==> config.mk <==
export PLATFORM = sky130hd
export DESIGN_NAME = nes_joypad_port
export DESIGN_NICKNAME = d
export VERILOG_FILES = /design/src/rtl/nes_joypad_port_pkg.sv /design/src/rtl/nes_joypad_port_shifter.sv /design/src/rtl/nes_joypad_port.sv
export SDC_FILE = /design/constraint.sdc
export NUM_CORES = 1
export LEC_CHECK = 0
export CORE_MARGIN = 3
export CORE_UTILIZATION = 44
export CTS_CLUSTER_SIZE = 12
export DETAILED_ROUTE_END_ITERATION = 8
export DONT_BUFFER_PORTS = 1
export HOLD_SLACK_MARGIN = 0.12
export PLACE_DENSITY = 0.67
export SLEW_MARGIN = 20
export SYNTH_ARGS = -nofsm -noshare
export SYNTH_HDL_FRONTEND = slang
export SYNTH_SLANG_ARGS = --single-unit
==> constraint.sdc <==
create_clock -name clk -period 3.06 [get_ports clk]
set_clock_uncertainty 0.1 [all_clocks]
set_input_delay 0.612 -clock clk [delete_from_list [all_inputs] [get_ports clk]]
set_output_delay 0.612 -clock clk [all_outputs]
set_load 0.005 [all_outputs]
==> src/rtl/nes_joypad_port_pkg.sv <==
// Shared configuration for the NES joypad port: button bit positions,
// turbo timing defaults and the parallel-load value helper.
package nes_joypad_port_pkg;

    // Button bit indices within the 12-bit button vectors.
    localparam int BTN_A      = 0;
    localparam int BTN_B      = 1;
    localparam int BTN_SELECT = 2;
    localparam int BTN_START  = 3;
    localparam int BTN_UP     = 4;
    localparam int BTN_DOWN   = 5;
    localparam int BTN_LEFT   = 6;
    localparam int BTN_RIGHT  = 7;
    localparam int BTN_X      = 8;
    localparam int BTN_Y      = 9;

    // ~15 Hz auto-fire at 21.477 MHz: 715909 cycles per half-period.
    localparam int TURBO_HALF_DEFAULT = 715909;
    localparam int TURBO_W_DEFAULT    = 20;

    localparam int SR_W = 8;

    // Parallel-load value: X/Y act as auto-fire A/B while turbo is enabled
    // and the turbo phase is high; the other six buttons pass straight through.
    function automatic logic [SR_W-1:0] load_value(
        input logic [9:0] btns,
        input logic       turbo_en,
        input logic       phase
    );
        logic [SR_W-1:0] v;
        v        = btns[SR_W-1:0];
        v[BTN_A] = btns[BTN_A] | (turbo_en & btns[BTN_X] & phase);
        v[BTN_B] = btns[BTN_B] | (turbo_en & btns[BTN_Y] & phase);
        return v;
    endfunction

endpackage

==> src/rtl/nes_joypad_port_shifter.sv <==
// One controller port: 8-bit parallel-load / serial-out shift register.
// Strobe high reloads every cycle (and beats a coincident clock edge);
// a falling edge of the read clock with strobe low shifts right with 1 in,
// so reads past the 8th bit return 1 like a real 4021.
module joypad_shifter
    import nes_joypad_port_pkg::*;
(
    input  logic            clk,
    input  logic            reset,
    input  logic [SR_W-1:0] load_val,
    input  logic            strobe,
    input  logic            clk_bit,
    output logic            data
);

    logic [SR_W-1:0] sr_q;
    logic [SR_W-1:0] sr_d;
    logic            clk_bit_q;
    logic            fall;

    assign fall = clk_bit_q & ~clk_bit;

    // Next shift-register value: load has priority over shift.
    always_comb begin
        sr_d = sr_q;
        if (strobe) begin
            sr_d = load_val;
        end else if (fall) begin
            sr_d = {1'b1, sr_q[SR_W-1:1]};
        end
    end

    // Shift register and previous read-clock level.
    always_ff @(posedge clk or posedge reset) begin
        if (reset) begin
            sr_q      <= '0;
            clk_bit_q <= 1'b0;
        end else begin
            sr_q      <= sr_d;
            clk_bit_q <= clk_bit;
        end
    end

    assign data = sr_q[0];

endmodule

==> src/rtl/nes_joypad_port.sv <==
// NES $4016/$4017 joypad port: two independent serial shifters plus a
// free-running turbo (auto-fire) phase generator shared by both ports.
module nes_joypad_port
    import nes_joypad_port_pkg::*;
#(
    parameter int TURBO_HALF = TURBO_HALF_DEFAULT,
    parameter int TURBO_W    = TURBO_W_DEFAULT
) (
    input  logic        clk,
    input  logic        reset,
    input  logic [11:0] joy1_btns,
    input  logic [11:0] joy2_btns,
    input  logic        turbo_en,
    input  logic        joypad_strobe,
    input  logic [1:0]  joypad_clock,
    output logic        joypad1_data,
    output logic        joypad2_data,
    output logic        turbo_phase
);

    logic [TURBO_W-1:0] cnt_q;
    logic [TURBO_W-1:0] cnt_d;
    logic               phase_q;
    logic               phase_d;
    logic               wrap;
    logic [SR_W-1:0]    load1;
    logic [SR_W-1:0]    load2;
    logic               unused_btns;

    assign unused_btns = ^{joy1_btns[11:10], joy2_btns[11:10]};

    assign wrap = (cnt_q == TURBO_W'(TURBO_HALF - 1));

    // Turbo counter runs 0..TURBO_HALF-1 regardless of turbo_en; phase flips on wrap.
    always_comb begin
        cnt_d   = wrap ? '0 : cnt_q + 1'b1;
        phase_d = phase_q ^ wrap;
    end

    // Turbo counter and phase registers.
    always_ff @(posedge clk or posedge reset) begin
        if (reset) begin
            cnt_q   <= '0;
            phase_q <= 1'b0;
        end else begin
            cnt_q   <= cnt_d;
            phase_q <= phase_d;
        end
    end

    assign turbo_phase = phase_q;

    assign load1 = load_value(joy1_btns[9:0], turbo_en, phase_q);
    assign load2 = load_value(joy2_btns[9:0], turbo_en, phase_q);

    joypad_shifter u_port1 (
        .clk      (clk),
        .reset    (reset),
        .load_val (load1),
        .strobe   (joypad_strobe),
        .clk_bit  (joypad_clock[0]),
        .data     (joypad1_data)
    );

    joypad_shifter u_port2 (
        .clk      (clk),
        .reset    (reset),
        .load_val (load2),
        .strobe   (joypad_strobe),
        .clk_bit  (joypad_clock[1]),
        .data     (joypad2_data)
    );

endmodule

### After elaboration in Yosys (flattened, before gate mapping)

Index checks and enable logic that the tools add are counted.

| cells by class | value |
|---|---|
| add/sub/neg operators | 1 |
| equality and inequality tests | 1 |
| multiplexer cells | 5 |
| bitwise logic cells | 17 |
| reductions and logical operators | 2 |

Operator list:

| kind | count |
|---|---|
| 2-to-1 mux 8 bit | 4 |
| adder 20 x 1 -> 20 bit (second input constant) | 1 |
| equality test 20 bit (second input constant) | 1 |
| 2-to-1 mux 20 bit | 1 |
| AND 1 bit | 10 |
| OR 1 bit | 4 |
| nonzero test 2 bit | 2 |
| NOT 1 bit | 2 |
| bitwise XOR 1 bit | 1 |

| storage, ports and cells | value |
|---|---|
| register bits after elaboration | 39 |
| input port bits | 30 |
| output and inout port bits | 3 |
| logic and storage cells | 32 |

### Depth between registers and ports, before layout

Gate-level depths: netlist of run 1.

| logic depth | value |
|---|---|
| depth in word-level cells | 4 |
| gate-level depth with buffers | 7 |
| mapped depth without buffers | 6 |

### Cells and area by module

From an unflattened synthesis of run 1, not the netlist that was laid out.

| second synthesis, totals | value |
|---|---|
| cells, all modules | 182 |
| area, all modules | 2001.9 um2 |

Modules (own cells, without submodules):

| module | instances | cells an instance | area an instance (um2) | seq. area each (um2) |
|---|---|---|---|---|
| nes_joypad_port | 1 | 106 | 1091.0 | 525.5 |
| joypad_shifter | 2 | 38 | 455.4 | 225.2 |

### Worst setup path before layout of run 1

No wires, ideal clock.

| path | value |
|---|---|
| path type | input -> register |
| from | in joypad_clock[0] |
| to | reg u_port1.sr_q[0] |
| setup time | 0.137 ns |
| data arrival time | 1.392 ns |
| slack | 1.431 ns |
| stages | 5 |
| buffers on the path | 1 |
| cell sequence | nor2b_1 -> clkbuf_1 -> nor2b_1 -> a211oi_1 -> a21oi_1 |

| on the way | value |
|---|---|
| cells in the longest elaborated chain, start to end | 3 |

RTL lines:

| item | line | source |
|---|---|---|
| from (decl) | nes_joypad_port.sv:15 | `input logic [1:0] joypad_clock,` |
| NOT 1 bit | nes_joypad_port_shifter.sv:21 | `assign fall = clk_bit_q & ~clk_bit;` |
| AND 1 bit | nes_joypad_port_shifter.sv:21 |  |
| nonzero test 2 bit (no source line) | -- |  |
| to (signal assigned) | nes_joypad_port_shifter.sv:39 | `sr_q <= sr_d;` |
| to (decl) | nes_joypad_port_shifter.sv:16 | `logic [SR_W-1:0] sr_q;` |

No other way between the ends.
A chain may end at the register's enable or synchronous reset.

### Worst setup path in the final report of run 1

| path | value |
|---|---|
| from | reg cnt_q[0] |
| to | reg cnt_q[1] |

| on the way | value |
|---|---|
| cells in the longest elaborated chain, start to end | 2 |

RTL lines:

| item | line | source |
|---|---|---|
| from (decl) | nes_joypad_port.sv:21 | `logic [TURBO_W-1:0] cnt_q;` |
| from (signal assigned) | nes_joypad_port.sv:46 | `cnt_q <= cnt_d;` |
| adder 20 x 1 -> 20 bit / equality test 20 bit (equally long branches) | nes_joypad_port.sv:36, nes_joypad_port.sv:32 |  |
| 2-to-1 mux 20 bit (*) | nes_joypad_port.sv:36 | `cnt_d = wrap ? '0 : cnt_q + 1'b1;` |
| via cnt_d[1] | nes_joypad_port.sv:22 | `logic [TURBO_W-1:0] cnt_d;` |

The timed path passes the listed nets; every way through them passes the cells marked *.

==> impl_results.md, run 1 <==
* # diodes at 0
* Sw Share at 0.210
* FP Rows at 23
* PwrDens at 477 nW/um^2
* Crit path time final at 2.24 ns
* CTS Hold Buffers Added at 0
* Initial Utilization at 0.467
* Reg power frac at 0.566
* DR iter-0 viols at 90
* Area after DPL at 1940 um^2
* Nets at 214
* H-tree levels at 2
* Count of final hold-check violations at 0
* Footprint of the multi-input gates at 873 um^2
* Sequential cell area fraction in the yosys report at 0.512
* Routed WL at 3480 um
* CTS clock-pin slew for the worst setup and hold paths at 0.07 ns
* Setup bufs post-CTS at 0
* Gr usage total at 0.150
* Post-DR vias/cell at 5.59
* Antenna-violating nets left at 0
* Vias in the first global route at 1320
* VDD IR max at 333 uV
* Largest cells by area after synthesis: dfrtp_1, mux2i_1, xnor2_1, nor2_1, o21ai_0
* Setup_tns at 0 ns
* Pin count of the biggest net entering global routing at 33
* # setup viols final at 0
* Hold WC Path Type: in2async
* First-pass GRT wire length at 6040 um
* Filler cells at 370
* Quantity of gates resized following cts at 0
* Detailed Routing Iterations Pass 1 at 4
* F_max at 447 MHz
* Least-Margin Pin Slew at 0.802 ns
* Largest area contributor in the netlist: dfrtp_1
* CP peak stage delay at 0.62 ns
* Post-synth EDFFs at 0
* Clk root buf: clkbuf_8
* Design internal power at 768 uW
* Finished Cell Area at 2040 um^2
* Flop and latch count out of synthesis at 39
* Most common cell after layout, fill and taps aside: dfrtp_1
* Syn Area/Cell at 10.4 um^2
* Initial antenna violation count at 0
* Max-slew violation count at 0
* Slowest-stage cell, CP: nor3_2
* Total net switching power at 204 uW
* Core area at 4090 um^2
* Post-synthesis async set-or-reset flop share at 1.00
* Max clock buf depth at 2
* Final Power at 972 uW
* Pleak at 0.894 nW
* Clock network power share at 0.380
* Ys flop type: dfrtp_1
* CP Launch Type: register
* Die Y at 71.8 um
* Die X-Extent at 71.8 um
* Status: complete, no violations
* Total congestion overflow at 0
* Share of post-route cells with drive strength above 1 at 0.0874
* Count of boundary I/O pins at 33
* Worst Setup End Kind: register
* Critical path peak fanout at 11
* Synth top area share at 0.512
* Combinational share of power at 0.054
* CP Data Arrival Time at 2.32 ns
* CTS tree: done
* Post-Syn Nets at 215
* Clock net sink count at 39
* Port buffer count at 0
* YS warnings at 0
* Worst skew pair latency at 0.28 ns
* Cells after synthesis at 183
* Synth cell types at 35
* Synth Cell Area at 1910 um^2
* Final Wtd Congestion at 0.969
* Final worst-path cycle share at 0.731
* Routed wire per std cell at 14.9 um
* Worst endpoint required time at 3.14 ns
* Via count at 1303
* Worst slew margin at 0.462
* Critical Path, Cell by Cell: inv_1, ha_1, nor4bb_1, nand3_1, nor3_2, and2b_1
* RSZ-0062 raised after global routing: no
* # DRC at 0
* WS Path Type: reg2reg
* Placed wire-length estimate at 2570 um
* Seq. cell area at 976 um^2
* Max Cap Violations at 0
* Die area at 5160 um^2
* Syn-to-layout area delta at 6.89%
* CTS buffer count at 5
* Commonest non-fill, non-tap cells in the layout: dfrtp_1, nor2_1, nand2_1, xnor2_1
## kinds of logic after synthesis
kind of cell | Yosys count | synth area share
flip-flops | 39 | 0.512
buffers and inverters | 14 | 0.0302
AO/OA/AOI/OAI | 24 | 0.0696
AND/OR/NAND/NOR | 74 | 0.224
adder cells (fa/ha/maj) | 2 | 0.0131
multiplexers | 13 | 0.0696
XOR/XNOR | 17 | 0.0820
## registers in the layout (all words and copies together) (netlist names)
| name | cells |
|---|---|
| cnt_q | 20 |
| turbo_phase | 1 |
| u_port1.clk_bit_q | 1 |
| u_port1.sr_q | 8 |
| u_port2.clk_bit_q | 1 |
| u_port2.sr_q | 8 |
## Yosys cell counts, types with 4 or more instances
master	instances
mux2i_1	11
dfrtp_1	39
clkbuf_1	7
nor2b_1	4
a21oi_1	5
o21ai_0	11
nand2_1	12
nor2_1	19
nand4_1	6
nand3_1	10
xnor2_1	12
xor2_1	4
a31oi_1	6
inv_1	5
## final cells by class
type                            instances  share of cell area
Clock buffer                            8              0.0491
Inverter                                5             0.00921
Multi-Input combinational cell        130               0.428
Sequential cell                        39               0.479
Tap cell                               50              0.0307
Timing Repair Buffer                    1             0.00368
## power groups by stage
| stage | clock network (mW) | registers, mW | logic, mW |
|---|---|---|---|
| after global routing | 0.409 | 0.553 | 0.0617 |
| final | 0.369 | 0.550 | 0.0525 |
| after detailed placement | 0 | 0.560 | 0.0541 |
| after floorplan | 0 | 0.556 | 0.0492 |
| after global placement | 0 | 0.559 | 0.0512 |
| after CTS | 0.383 | 0.550 | 0.0543 |
## metal layers
| layer | GRT usage | up-vias | share of wire |
|---|---|---|---|
| met4 | 0.0668 | 0 | 0.012 |
| met2 | 0.240 | 29 | 0.48 |
| met3 | 0.0435 | 4 | 0.049 |
| met1 | 0.189 | 626 | 0.46 |
| li1 | - | 644 | - |
| met5 | 0 | - | 0 |
## path summary, 6_finish.rpt
| check | slack [ns] | end | from | cells past startpoint |
|---|---|---|---|---|
| setup / recovery | 0.82 | cnt_q[1]$_DFF_PP0_ | cnt_q[0]$_DFF_PP0_ | 6 |
| hold / removal | 0.25 | cnt_q[15]$_DFF_PP0_ | reset | 1 |
| setup reg to reg | 0.82 | cnt_q[1]$_DFF_PP0_ | cnt_q[0]$_DFF_PP0_ | 6 |
| hold reg to reg | 0.42 | cnt_q[0]$_DFF_PP0_ | cnt_q[0]$_DFF_PP0_ | 1 |
| max in group asynchronous | 1.88 | u_port1.sr_q[5]$_DFFE_PP0P_ | reset | 2 |
| min in group clk | 0.25 | u_port2.clk_bit_q$_DFF_PP0_ | joypad_clock[1] | 0 |
## metrics by stage
| stage | std cells | utilization | setup slack (ns) | hold slack [ns] |
|---|---|---|---|---|
| global route | 233 | 0.499 | 0.625 | 0.232 |
| global placement | 225 | 0.474 | 0.912 | 0.396 |
| detailed placement | 225 | 0.474 | 0.864 | 0.411 |
| finish | 233 | 0.499 | 0.824 | 0.250 |
| CTS | 233 | 0.499 | 0.812 | 0.242 |
| floorplan | 183 | - | 1.43 | 0.372 |
## critical path: cells and delay by family (launching register included)
kind,cells,cell delay (ns)
and+or+nand+nor,4,1.30
DFF,1,0.43
adders and majority gates,1,0.20
buffers and inverters,1,0.10
Note: power is estimated with default switching activity, not from simulation.
==> run 2, diff against run 1 <==
--- a/config.mk
+++ b/config.mk
@@ -11,7 +11,7 @@
 export DETAILED_ROUTE_END_ITERATION = 8
 export DONT_BUFFER_PORTS = 1
 export HOLD_SLACK_MARGIN = 0.12
-export PLACE_DENSITY = 0.67
+export PLACE_DENSITY = 0.69
 export SLEW_MARGIN = 20
 export SYNTH_ARGS = -nofsm -noshare
 export SYNTH_HDL_FRONTEND = slang
==> constraint.sdc (replaced) <==
create_clock -name clk -period 2 [get_ports clk]
set_clock_uncertainty 0.1 [all_clocks]
set_input_delay 0.4 -clock clk [delete_from_list [all_inputs] [get_ports clk]]
set_output_delay 0.4 -clock clk [all_outputs]
set_load 0.005 [all_outputs]
==> impl_results.md, run 2 (same netlist as run 1, synthesis figures left out) <==
* Total congestion overflow at 0 (unchanged)
* # setup viols final at 0 (unchanged)
* Antenna-violating nets left at 0 (unchanged)
* Fin cells at 243 (+4.3%)
* Max Cap Violations at 0 (unchanged)
* Least-Margin Pin Slew at 0.496 ns (-0.307 ns)
* Core area at 4090 um^2 (unchanged)
* Worst skew pair latency at 0.29 ns (about the same)
* Die Y at 71.8 um (unchanged)
* Total net switching power at 327 uW (+60%)
* Worst Setup End Kind: register
* Routed WL at 3650 um (+5.0%)
* Routed wire per std cell at 15.0 um (+0.68%)
* Footprint of the multi-input gates at 880 um^2 (+0.72%)
* CTS buffer count at 5 (unchanged)
* VDD IR max at 400 uV (+20%)
* Clock net sink count at 39 (unchanged)
* Gr usage total at 0.156 (+0.00593)
* Crit path time final at 1.86 ns (-0.374 ns)
* H-tree levels at 2 (unchanged)
* Combinational share of power at 0.069 (+0.015)
* Port buffer count at 0 (unchanged)
* Status: complete, no violations
* Setup_tns at 0 ns (unchanged)
* Max reg flops at 20 (unchanged)
* CP Launch Type: register
* Die area at 5160 um^2 (unchanged)
* Sw Share at 0.227 (+0.0165)
* First-pass GRT wire length at 6310 um (+4.3%)
* Clock network power share at 0.347 (-0.033)
* Seq. cell area at 976 um^2 (unchanged)
* Commonest non-fill, non-tap cells in the layout: dfrtp_1, nor2_1, nand2_1, xnor2_1
* PwrDens at 681 nW/um^2 (+43%)
* Share of post-route cells with drive strength above 1 at 0.109 (+0.0214)
* DR iter-0 viols at 67 (-26%)
* Placed wire-length estimate at 2630 um (+2.6%)
* Top Registers: cnt_q: 20 flops, u_port1.sr_q: 8 flops, u_port2.sr_q: 8 flops
* Initial antenna violation count at 0 (unchanged)
* Reg with most FFs: cnt_q
* RSZ-0062 raised after global routing: no
* Worst slew margin at 0.667 (+0.205)
* # diodes at 0 (unchanged)
* Reg power frac at 0.584 (+0.018)
* Detailed Routing Iterations Pass 1 at 4 (unchanged)
* FP Rows at 23 (unchanged)
* Final WS setup at 0.138 ns (-0.686 ns)
* # DRC at 0 (unchanged)
* Count of final hold-check violations at 0 (unchanged)
* Hold WC Path Type: in2reg
* Post-DR vias/cell at 5.60 (about the same)
* Pleak at 0.932 nW (+4.2%)
* Most common cell after layout, fill and taps aside: dfrtp_1
* WS Path Type: reg2reg
* Max-slew violation count at 0 (unchanged)
* Final Wtd Congestion at 0.845 (-13%)
* Via count at 1360 (+4.4%)
* Initial Utilization at 0.467 (unchanged)
* Syn-to-layout area delta at 11.0%
* Hold_ws at 0.136 ns (-0.114 ns)
* CTS tree: done
* Final worst-path cycle share at 0.931 (+0.200)
* Count of boundary I/O pins at 33 (unchanged)
* Nets at 224 (+4.7%)
* Filler cells at 397 (+7.3%)
* Max clock buf depth at 2 (unchanged)
* Placed Cells at 230 (+2.2%)
* Clk root buf: clkbuf_8
* CTS clock-pin slew for the worst setup and hold paths at 0.07 ns (about the same)
* F_max at 537 MHz (+20%)
* Pin count of the biggest net entering global routing at 23 (-30%)
* Design internal power at 1.12 mW (+45%)
* Worst endpoint required time at 2.08 ns (-1.06 ns)
* Setup Slack @ Placement at 0.142 ns (-0.722 ns)
* Vias in the first global route at 1421 (+7.7%)
* Critical path peak fanout at 8 (-3)
* Die X-Extent at 71.8 um (unchanged)
* CP Data Arrival Time at 1.94 ns (-0.38 ns)
[run 2: cell types whose count changed in the layout (fill, tap and decap cells not counted), sizes merged]
cell / change
buf: +5
dlygate4sd3: +5
clkbuf: -1
clkinv: +1
[run 2: per-layer routing]
metal,track usage,share of wire
met5,0,0
met4,0.0501,0
met3,0.0547,0.057
met2,0.234,0.48
met1,0.213,0.47
[run 2: area by class of cell]
| class | count | area share |
|---|---|---|
| sequential | 39 | 0.461 |
| inverter | 5 | 0.00887 |
| tap | 50 | 0.0296 |
| clock inverter | 1 | 0.00236 |
| multi-input combinational | 130 | 0.415 |
| clock buffer | 7 | 0.0361 |
| timing repair buffer | 11 | 0.0467 |
[run 2: repair_timing]
item | 4_1_cts | 5_1_grt
setup endpoints to repair | 0 | 1
hold buffers | 4 | 1
hold endpoints to repair | 24 | 2
resized for setup | 0 | 2
setup buffers | 0 | 0
[run 2: through the flow]
step,area (um^2),power (mW),utilization
4_1_cts,2100,1.46,0.513
3_3_place_gp,1980,0.938,0.483
2_1_floorplan,1910,0.927,-
3_5_place_dp,1980,0.947,0.483
6_report,2120,1.44,0.518
5_1_grt,2120,1.52,0.518
[run 2: power groups by stage]
stage	Clock [mW]	Sequential (mW)	Combinational, mW
floorplan	0	0.851	0.0753
global placement	0	0.855	0.0832
detailed placement	0	0.857	0.0901
CTS	0.520	0.842	0.0992
global route	0.561	0.845	0.113
finish	0.501	0.842	0.0989
[run 2: path summary, 6_finish.rpt]
| path | startpoint | to | slack [ns] | cells past startpoint |
|---|---|---|---|---|
| setup / recovery | cnt_q[0]$_DFF_PP0_ | cnt_q[1]$_DFF_PP0_ | 0.14 | 7 |
| hold / removal | joy1_btns[2] | u_port1.sr_q[2]$_DFFE_PP0P_ | 0.14 | 2 |
| setup reg to reg | cnt_q[0]$_DFF_PP0_ | cnt_q[1]$_DFF_PP0_ | 0.14 | 7 |
| hold reg to reg | cnt_q[0]$_DFF_PP0_ | cnt_q[0]$_DFF_PP0_ | 0.41 | 1 |
| max in group asynchronous | reset | turbo_phase$_DFF_PP0_ | 0.77 | 3 |
| min in group asynchronous | reset | cnt_q[3]$_DFF_PP0_ | 0.47 | 2 |
[run 2: worst max-delay path, stage by stage, from the launching register on]
cell and delay (ns):
dfrtp_1 0.42, inv_1 0.09, ha_1 0.19, nor4bb_2 0.29, nand3_1 0.13, nor3_2 0.18, buf_6 0.18, and2b_1 0.18
